### config.mk
export PLATFORM = sky130hd
export DESIGN_NAME = wts_channel_mixer_flat
export DESIGN_NICKNAME = d
export VERILOG_FILES = /design/src/rtl/wts_channel_mixer_if.sv /design/src/rtl/wts_channel_mixer.sv /design/src/flat_wrapper.sv
export SDC_FILE = /design/constraint.sdc
export NUM_CORES = 1
export LEC_CHECK = 0
export ABC_AREA = 1
export CAP_MARGIN = 25
export CORE_MARGIN = 4
export CORE_UTILIZATION = 40
export DETAILED_ROUTE_END_ITERATION = 8
export PLACE_DENSITY_LB_ADDON = 0.15
export SYNTH_ARGS = -nofsm -noshare
export SYNTH_HDL_FRONTEND = slang
export SYNTH_SLANG_ARGS = --single-unit
### constraint.sdc
create_clock -name clk -period 11.6 [get_ports clk]
set_input_delay 3.48 -clock clk [delete_from_list [all_inputs] [get_ports clk]]
set_output_delay 3.48 -clock clk [all_outputs]
set_load 0.005 [all_outputs]
### src/rtl/wts_channel_mixer_if.sv
// Channel-mixer bus: per-channel request/sample inputs from the upstream voices
// and the mixed output. The mixer takes the slave side of this bus.
interface wts_channel_mixer_if;
  logic               active;
  logic [2:0]         ch_sel;
  logic signed [7:0]  ch_sample;
  logic [7:0]         ch_envelope;
  logic [3:0]         ch_volume;
  logic signed [9:0]  mix_out;
  logic               mix_valid;

  modport master (
    output active, ch_sample, ch_envelope, ch_volume,
    input  ch_sel, mix_out, mix_valid
  );

  modport slave (
    input  active, ch_sample, ch_envelope, ch_volume,
    output ch_sel, mix_out, mix_valid
  );
endinterface

### src/rtl/wts_channel_mixer.sv
// Time-multiplexed wavetable channel mixer: envelope/volume scaling and frame accumulation.
// Optional macro WTS_MIXER_SATURATE_EN selects a clamped full-scale output instead of a halved one.
module wts_channel_mixer #(
  parameter int CH_NUM = 5
) (
  input  logic                clk,
  input  logic                reset,
  wts_channel_mixer_if.slave  mix_if
);

  localparam logic [2:0] LAST_IDX = 3'(CH_NUM - 1);

  logic [2:0]         ch_sel_q, ch_sel_d;
  logic signed [8:0]  a_val_q, a_val_d;
  logic [3:0]         a_vol_q, a_vol_d;
  logic [2:0]         a_idx_q, a_idx_d;
  logic               a_valid_q, a_valid_d;
  logic signed [10:0] acc_q, acc_d;
  logic               frame_ok_q, frame_ok_d;
  logic signed [9:0]  mix_out_q, mix_out_d;
  logic               mix_valid_q, mix_valid_d;

  logic [7:0]         env_clamped;
  logic signed [16:0] sample_ext;
  logic signed [16:0] env_ext;
  logic signed [16:0] prod_a;
  logic signed [12:0] val_ext;
  logic signed [12:0] vol_ext;
  logic signed [12:0] prod_c;
  logic signed [10:0] contrib;
  logic signed [10:0] final_sum;
  logic signed [9:0]  mix_value;
  logic               frame_complete;

  // Stage A: envelope scaling of the currently selected channel.
  always_comb begin
    env_clamped = (mix_if.ch_envelope > 8'd128) ? 8'd128 : mix_if.ch_envelope;
    sample_ext  = 17'(mix_if.ch_sample);
    env_ext     = 17'(env_clamped);
    prod_a      = sample_ext * env_ext;
  end

  // Stage B: volume scaling of the captured value and frame summation.
  always_comb begin
    val_ext   = 13'(a_val_q);
    vol_ext   = 13'(a_vol_q);
    prod_c    = val_ext * vol_ext;
    contrib   = 11'(prod_c >>> 4);
    final_sum = (a_idx_q == 3'd0) ? contrib : acc_q + contrib;
  end

  always_comb begin
    mix_value = '0;
`ifdef WTS_MIXER_SATURATE_EN
    if (final_sum > 11'sd511) begin
      mix_value = 10'sd511;
    end else if (final_sum < -11'sd512) begin
      mix_value = -10'sd512;
    end else begin
      mix_value = 10'(final_sum);
    end
`else
    mix_value = 10'(final_sum >>> 1);
`endif
  end

  // A frame may only be emitted if its channel 0 was captured since reset.
  assign frame_complete = (a_idx_q == LAST_IDX) && ((a_idx_q == 3'd0) || frame_ok_q);

  always_comb begin
    ch_sel_d    = ch_sel_q;
    a_val_d     = a_val_q;
    a_vol_d     = a_vol_q;
    a_idx_d     = a_idx_q;
    a_valid_d   = a_valid_q;
    acc_d       = acc_q;
    frame_ok_d  = frame_ok_q;
    mix_out_d   = mix_out_q;
    mix_valid_d = 1'b0;

    if (mix_if.active) begin
      ch_sel_d  = (ch_sel_q == LAST_IDX) ? 3'd0 : ch_sel_q + 3'd1;
      a_val_d   = 9'(prod_a >>> 7);
      a_vol_d   = mix_if.ch_volume;
      a_idx_d   = ch_sel_q;
      a_valid_d = 1'b1;

      if (a_valid_q) begin
        acc_d = final_sum;
        if (a_idx_q == 3'd0) begin
          frame_ok_d = 1'b1;
        end
        if (frame_complete) begin
          mix_out_d   = mix_value;
          mix_valid_d = 1'b1;
        end
      end
    end
  end

  always_ff @(posedge clk) begin
    if (reset) begin
      ch_sel_q    <= '0;
      a_val_q     <= '0;
      a_vol_q     <= '0;
      a_idx_q     <= '0;
      a_valid_q   <= 1'b0;
      acc_q       <= '0;
      frame_ok_q  <= 1'b0;
      mix_out_q   <= '0;
      mix_valid_q <= 1'b0;
    end else begin
      ch_sel_q    <= ch_sel_d;
      a_val_q     <= a_val_d;
      a_vol_q     <= a_vol_d;
      a_idx_q     <= a_idx_d;
      a_valid_q   <= a_valid_d;
      acc_q       <= acc_d;
      frame_ok_q  <= frame_ok_d;
      mix_out_q   <= mix_out_d;
      mix_valid_q <= mix_valid_d;
    end
  end

  assign mix_if.ch_sel    = ch_sel_q;
  assign mix_if.mix_out   = mix_out_q;
  assign mix_if.mix_valid = mix_valid_q;

endmodule

### src/flat_wrapper.sv
// flat-port wrapper written by rule: the top's interface ports become plain ports
module wts_channel_mixer_flat 
#(
  parameter int CH_NUM = 5
)
  (clk, reset, mix_if_active, mix_if_ch_sample, mix_if_ch_envelope, mix_if_ch_volume, mix_if_ch_sel, mix_if_mix_out, mix_if_mix_valid);
  wts_channel_mixer_if mix_if_i ();
  input  logic clk;
  input  logic reset;
  input wire logic [$bits(mix_if_i.active)-1:0] mix_if_active;
  input wire logic [$bits(mix_if_i.ch_sample)-1:0] mix_if_ch_sample;
  input wire logic [$bits(mix_if_i.ch_envelope)-1:0] mix_if_ch_envelope;
  input wire logic [$bits(mix_if_i.ch_volume)-1:0] mix_if_ch_volume;
  output wire logic [$bits(mix_if_i.ch_sel)-1:0] mix_if_ch_sel;
  output wire logic [$bits(mix_if_i.mix_out)-1:0] mix_if_mix_out;
  output wire logic [$bits(mix_if_i.mix_valid)-1:0] mix_if_mix_valid;
  assign mix_if_i.active = mix_if_active;
  assign mix_if_i.ch_sample = mix_if_ch_sample;
  assign mix_if_i.ch_envelope = mix_if_ch_envelope;
  assign mix_if_i.ch_volume = mix_if_ch_volume;
  assign mix_if_ch_sel = mix_if_i.ch_sel;
  assign mix_if_mix_out = mix_if_i.mix_out;
  assign mix_if_mix_valid = mix_if_i.mix_valid;
  wts_channel_mixer #(.CH_NUM(CH_NUM)) u_core (.clk(clk), .reset(reset), .mix_if(mix_if_i));
endmodule
==> results of run 1 <==
==> through the flow <==
stage	cell area, sq um	total power (uW)	hold WS [ps]	instances
after CTS	6500	644	466	1071
after global routing	6500	708	474	1071
after detailed placement	6360	503	456	1064
after global placement	6360	505	446	1064
final	6500	635	468	1071
after floorplan	5860	427	435	862
==> worst paths after layout <==
kind	from	to	cells after the start
max reg2reg	u_core.a_vol_q[2]$_SDFFE_PP0P_	u_core.mix_if.mix_out[5]$_SDFFE_PP0P_	25
min	u_core.a_idx_q[0]$_SDFFE_PP0P_	u_core.a_idx_q[0]$_SDFFE_PP0P_	2
max	mix_if_ch_envelope[7]	u_core.a_val_q[5]$_SDFFE_PP0P_	24
min reg2reg	u_core.a_idx_q[0]$_SDFFE_PP0P_	u_core.a_idx_q[0]$_SDFFE_PP0P_	2
==> critical path, stage by stage <==
cell and delay, ps:
clkdlybuf4s50_1 680, inv_1 100, nor2_1 250, nor2_1 100, inv_1 170, nand2_1 110
fa_1 520, fa_1 550, inv_1 50, fa_1 530, inv_1 50, fa_1 520
inv_1 40, ha_1 360, nand2_1 100, nand2_1 90, a31oi_1 130, o21ai_0 180
nand2_1 120, nand2_1 50, nand2_1 60, nand3_1 60, nand2_1 70, inv_1 30
==> logic make-up (layout without fill, tap and decap cells) <==
| logic type | count (synthesis) | after routing |
|---|---|---|
| xor gates and xnor gates | 16 | 16 |
| DFF | 43 | 43 |
| buffers and inverters | 222 | 251 |
| and+or+nand+nor | 377 | 377 |
| adders and majority gates | 125 | 125 |
| AOI/OAI and AO/OA | 79 | 79 |
==> layout make-up <==
type,count,area (sq um)
timing repair buffer,39,383
fill,1499,7590
clock buffer,5,125
multi-input combinational,597,4130
tap,180,225
sequential,43,861
clock inverter,2,13.8
inverter,205,769
==> flip-flops by register name, indices dropped and copies added, names as in the netlist <==
| name | count |
|---|---|
| u_core.a_valid_q | 1 |
| u_core.mix_if.mix_out | 10 |
| u_core.a_idx_q | 3 |
| u_core.a_vol_q | 4 |
| u_core.acc_q | 11 |
| u_core.mix_if.ch_sel | 3 |
| u_core.a_val_q | 9 |
| u_core.mix_if.mix_valid | 1 |
| u_core.frame_ok_q | 1 |
==> cell usage after synthesis (all sizes together) <==
master	number
dfxtp	43
or2	3
a21oi	38
ha	72
and2	3
o21ai	28
buf	6
clkbuf	11
nand3b	1
fa	53
xor2	12
nor3	3
a211oi	1
a21o	2
nor2	128
o21bai	3
a21boi	1
xnor2	4
nand4	8
o211ai	1
o211a	1
nand3	52
o21a	2
nor4	1
a31oi	2
inv	205
nand2	178
==> power groups by stage <==
stage,sequential [uW],clock (uW),combinational (uW)
2_1_floorplan,172,0,255
3_3_place_gp,180,0,325
3_5_place_dp,180,0,324
4_1_cts,176,140,327
5_1_grt,178,148,382
6_report,176,135,325
==> layer usage <==
| metal | wire length, um | vias up | share of wire, % | GRT usage [%] |
|---|---|---|---|---|
| li1 | - | 2660 | - | - |
| met1 | 7150 | 2203 | 56 | 26.5 |
| met2 | 5060 | 76 | 40 | 23.9 |
| met3 | 426 | 2 | 3.4 | 2.41 |
| met4 | 35 | 0 | 0.28 | 2.04 |
| met5 | 0 | - | 0 | 0 |
==> key figures, run 1 <==
Pwr
  – P_sw: 272 uW
  – Cell Int Power: 363 uW
  – Sw frac: 42.8%
  – Comb power frac: 51.1%
  – PD cells: 97.7 mW/mm^2
  – Seq pwr share: 27.7%
  – Peak VDD IR: 60.4 uV
  – Clock share of power: 21.2%
  – Leak pwr: 0.00378 uW

Synth
  – Area leader, netlist: fa_1
  – Area share of the leading cell type in the synthesized netlist: 18.1%
  – Synth Area in XOR/XNOR: 2.65%
  – Register area share after synthesis: 14.7%
  – Largest family of logic cells by synthesized area: adder cells
  – Synthesized Nets: 1,010
  – Synth top area cells: fa_1, ha_1, dfxtp_1, inv_1, nand2_1
  – Avg Cell Area, Syn: 6.79 sq um
  – Syn. warnings: 0
  – Post-Syn Area: 0.00586 sq mm
  – Simple logic cell fraction of the synthesized area: 26.9%
  – Adder-cell share of the synthesized area: 33.5%
  – Yosys cell types: 37
  – Mux contribution to synthesized area: 0%
  – Compound-cell area share of the yosys netlist: 7.43%
  – Post-Syn Instances: 862
  – Flop and latch count out of synthesis: 43

Cells and area
  – Most frequent cells in the layout: inv_1, nand2_1, nor2_1
  – Nets@finish: 1,039
  – Antenna Cells: 0
  – Layout area overhead: 11.0%
  – Layout cell share with drive strength beyond 1: 3.59%
  – Layout Utilization: 46.1%
  – Most common cell after layout, fill and taps aside: inv_1

Global routing
  – First-pass GRT wire length: 22.8 mm
  – Largest net degree at the start of global routing: 30
  – Tot GR Track Use: 16.5%
  – GRT overflow: 0
  – Vias in the first global route: 4,851
  – Initial antenna violation count: 0

STA
  – Hold Violations, Final: 0
  – Final period util: 71.0%
  – RSZ-0062 raised after global routing: false
  – Tightest Pin Transition: 653 ps
  – Final Skew: 8.78 ps
  – # setup viols final: 0
  – Pins Over Slew Limit: 0
  – Worst setup margin: 3360 ps
  – Fin crit period: 8240 ps
  – Slew HR: 56.4%
  – Fmax achieved: 121 MHz
  – Post-Route Setup TNS: 0 ps

Floorplan
  – Die X: 129 um
  – Die Span Y: 129 um
  – Initial core utilization: 41.5%
  – Row Count: 43
  – Core ar.: 0.0141 sq mm
  – Die ar.: 0.0166 sq mm
  – Io pins: 37

Worst setup path
  – Flop2flop setup slack: 6880 ps
  – CP Data Required Time: 11,780 ps
  – Crit path DAT: 8420 ps
  – Critical path fanouts, max: 11
  – CP Capture Type: register
  – CP startpoint kind: primary input
  – WS Path Type: primary input to register

Route
  – Via-to-Cell Ratio: 4.61
  – Routed vias: 4,941
  – Per-cell routed wire length: 11.8 um
  – Drt initial violations: 321
  – Remaining DRCs: 0
  – Antenna-violating nets left: 0
  – WL final: 12.7 mm
  – Drt pass-1 iters: 5

Place
  – I/O Buffers: 36
  – Routability Congestion: 0.891
  – HPWL Detailed: 10.5 mm
  – Placement Setup Slack: 3110 ps

Clock network
  – TritonCTS buffer count: 5
  – Clock Root Buffer: clkbuf_16
  – Clock Pin Slew Worst Setup and Hold Paths: 60 ps
  – Worst-case clock buffer depth: 2
  – H-Tree Depth: 2
  – Total clock sinks: 43
  – Cts repair resizes: 0
  – Setup Buffers After CTS: 0
  – TritonCTS clock tree: yes
  – Number of hold buffers added after CTS: 0
  – Clk_lat worst skew: 290 ps

Outcome
  – Status: completed

Worst hold path
  – Hold/Removal Path Class: register to register

Flow run
  – Max_cap viols: 0
Note: power is estimated with default switching activity, not from simulation.
==> run 2, diff against run 1 <==
clock period = 7.35 ns   (was 11.6 ns; I/O delays follow)
==> key figures, run 2 (synthesis gave the netlist of run 1 again) <==
Clock network
  – Clock Root Buffer: clkbuf_16
  – Worst-case clock buffer depth: 2 (unchanged)
  – Number of hold buffers added after CTS: 0 (unchanged)
  – H-Tree Depth: 2 (unchanged)
  – Clk_lat worst skew: 300 ps (about the same)
  – Cts repair resizes: 0 (unchanged)
  – TritonCTS clock tree: yes
  – TritonCTS buffer count: 5 (unchanged)
  – Setup Buffers After CTS: 0 (unchanged)
  – Clock Pin Slew Worst Setup and Hold Paths: 70 ps (about the same)
  – Total clock sinks: 43 (unchanged)

STA
  – Hold Violations, Final: 0 (unchanged)
  – Final Skew: 13.1 ps (+4.28 ps)
  – Final period util: 91.6%
  – Post-Route Setup TNS: 0 ps (unchanged)
  – Pins Over Slew Limit: 0 (unchanged)
  – RSZ-0062 raised after global routing: false
  – # setup viols final: 0 (unchanged)
  – Slew HR: 57.3% (+0.87 points)
  – Fin crit period: 6730 ps
  – Fmax achieved: 148 MHz
  – Tightest Pin Transition: 640 ps (-13.0 ps)
  – Worst setup margin: 615 ps (-2750 ps)

Worst setup path
  – CP max-delay cell: fa_1
  – Delay-heaviest family, CP: adder cells
  – CP startpoint kind: primary input
  – Critical path fanouts, max: 5 (-6)
  – CP Capture Type: register
  – Crit path DAT: 6920 ps (-1500 ps)
  – CP bufs+invs: 8 (+1)
  – Max incr delay on CP: 550 ps (-130 ps)
  – CP Data Required Time: 7540 ps (-4240 ps)
  – WS Path Type: primary input to register
  – CP dominant cell by count: nand2_1

Place
  – I/O Buffers: 36 (unchanged)
  – Inst Count DP: 1,066 (+0.19%)
  – Placement Setup Slack: 286 ps (-2830 ps)
  – HPWL Detailed: 10.4 mm (-0.48%)
  – Placed cell area: 0.00638 sq mm (+0.24%)
  – Routability Congestion: 0.876 (-1.6%)

Cells and area
  – Most frequent cells in the layout: inv_1, nand2_1, nor2_1
  – Post-route insts no fill: 1,074 (+0.28%)
  – Nets@finish: 1,041 (+0.19%)
  – Largest register FFs: 11 (unchanged)
  – Final instance area: 0.00656 sq mm (+0.83%)
  – Layout cell share with drive strength beyond 1: 3.91% (+0.32 points)
  – Biggest register: u_core.acc_q
  – Most common cell after layout, fill and taps aside: inv_1
  – Layout area overhead: 11.9%
  – Filler Cell Count: 1,507 (+0.53%)
  – Antenna Cells: 0 (unchanged)

Route
  – WL final: 12.7 mm (+0.23%)
  – Drt pass-1 iters: 5 (unchanged)
  – Remaining DRCs: 0 (unchanged)
  – Drt initial violations: 289 (-10%)
  – Per-cell routed wire length: 11.8 um (about the same)
  – Via-to-Cell Ratio: 4.57 (-0.86%)
  – Routed vias: 4,912 (-0.59%)
  – Antenna-violating nets left: 0 (unchanged)

Global routing
  – Vias in the first global route: 4,922 (+1.5%)
  – GRT overflow: 0 (unchanged)
  – Initial antenna violation count: 0 (unchanged)
  – Tot GR Track Use: 16.9% (+0.33 points)
  – First-pass GRT wire length: 23.1 mm (+1.6%)
  – Largest net degree at the start of global routing: 30 (unchanged)

Pwr
  – Cell Int Power: 622 uW (+71%)
  – Sw frac: 41.4% (-1.4 points)
  – PD cells: 162 mW/mm^2 (+66%)
  – Peak VDD IR: 87.1 uV (+44%)
  – Comb power frac: 48.2% (-2.9 points)
  – Clock share of power: 25.7% (+4.5 points)
  – Seq pwr share: 26.1% (-1.6 points)
  – P_sw: 440 uW (+62%)
  – Power Total: 1060 uW (+67%)
  – Leak pwr: 0.00381 uW (+0.72%)

Worst hold path
  – Hold/Removal Path Class: register to register

Floorplan
  – Die Span Y: 129 um (unchanged)
  – Core ar.: 0.0141 sq mm (unchanged)
  – Die ar.: 0.0166 sq mm (unchanged)
  – Die X: 129 um (unchanged)
  – Io pins: 37 (unchanged)
  – Row Count: 43 (unchanged)
  – Initial core utilization: 41.5% (unchanged)

Outcome
  – Status: completed

Flow run
  – Max_cap viols: 0 (unchanged)
-- run 2: cell count changes in the layout (fill, tap and decap cells not counted) --
cell,before,now
buf_4,3,5
bufinv_16,0,1
clkbuf_8,0,1
clkinv_2,1,0
clkinv_4,1,0
inv_6,0,1
-- run 2: stage by stage --
stage	hold WS, ps	util [%]
after floorplan	435	-
after global placement	447	45.3
after detailed placement	458	45.3
after CTS	468	46.5
after global routing	479	46.5
final	463	46.5
-- run 2: cell type report --
cell class	count	area [sq um]	area share [%]
flip-flops and latches	43	861	13.1
clock buffers	6	139	2.12
well taps	180	225	3.44
clock inverters	2	38.8	0.592
multi-input cells	597	4130	62.9
inverters	205	769	11.7
repair buffers	41	398	6.07
-- run 2: power by group through the flow --
| stage | combinational (uW) | sequential (uW) | clock, uW |
|---|---|---|---|
| global route | 611 | 282 | 286 |
| floorplan | 402 | 271 | 0 |
| detailed placement | 511 | 283 | 0 |
| global placement | 514 | 283 | 0 |
| finish | 512 | 277 | 273 |
| CTS | 518 | 278 | 278 |
-- run 2: worst reg2reg max path: stages, from the launching register on --
cell and delay (ps):
dfxtp_1 530, nand2_1 90, inv_1 60, ha_1 240, fa_1 540, inv_1 60, fa_1 540, inv_1 40
ha_1 410, nand4_1 130, o21ai_2 240, nand2_1 110, nand2_1 70, nand2_1 70, and2_1 150, ha_1 330
nand2_1 100, inv_1 40, nand2_1 60, nand2_1 60, a21oi_1 110, inv_1 80, o21ai_0 220, nand3_1 160
nand2_1 90, inv_1 40
-- run 2: worst paths after layout --
path	end	from	cells after the start	slack, ps
setup / recovery	u_core.a_val_q[5]$_SDFFE_PP0P_	mix_if_ch_envelope[1]	27	620
setup reg to reg	u_core.mix_if.mix_out[5]$_SDFFE_PP0P_	u_core.a_vol_q[2]$_SDFFE_PP0P_	25	2690
hold / removal	u_core.a_idx_q[0]$_SDFFE_PP0P_	u_core.a_idx_q[0]$_SDFFE_PP0P_	2	460
hold reg to reg	u_core.a_idx_q[0]$_SDFFE_PP0P_	u_core.a_idx_q[0]$_SDFFE_PP0P_	2	460
-- run 2: metal layers --
| metal | track usage [%] | routed length (um) | vias to the layer above |
|---|---|---|---|
| met5 | 0 | 0 | - |
| met2 | 24.6 | 5040 | 76 |
| met4 | 2.10 | 76 | 0 |
| met1 | 26.5 | 7030 | 2160 |
| li1 | - | - | 2667 |
| met3 | 3.03 | 548 | 9 |
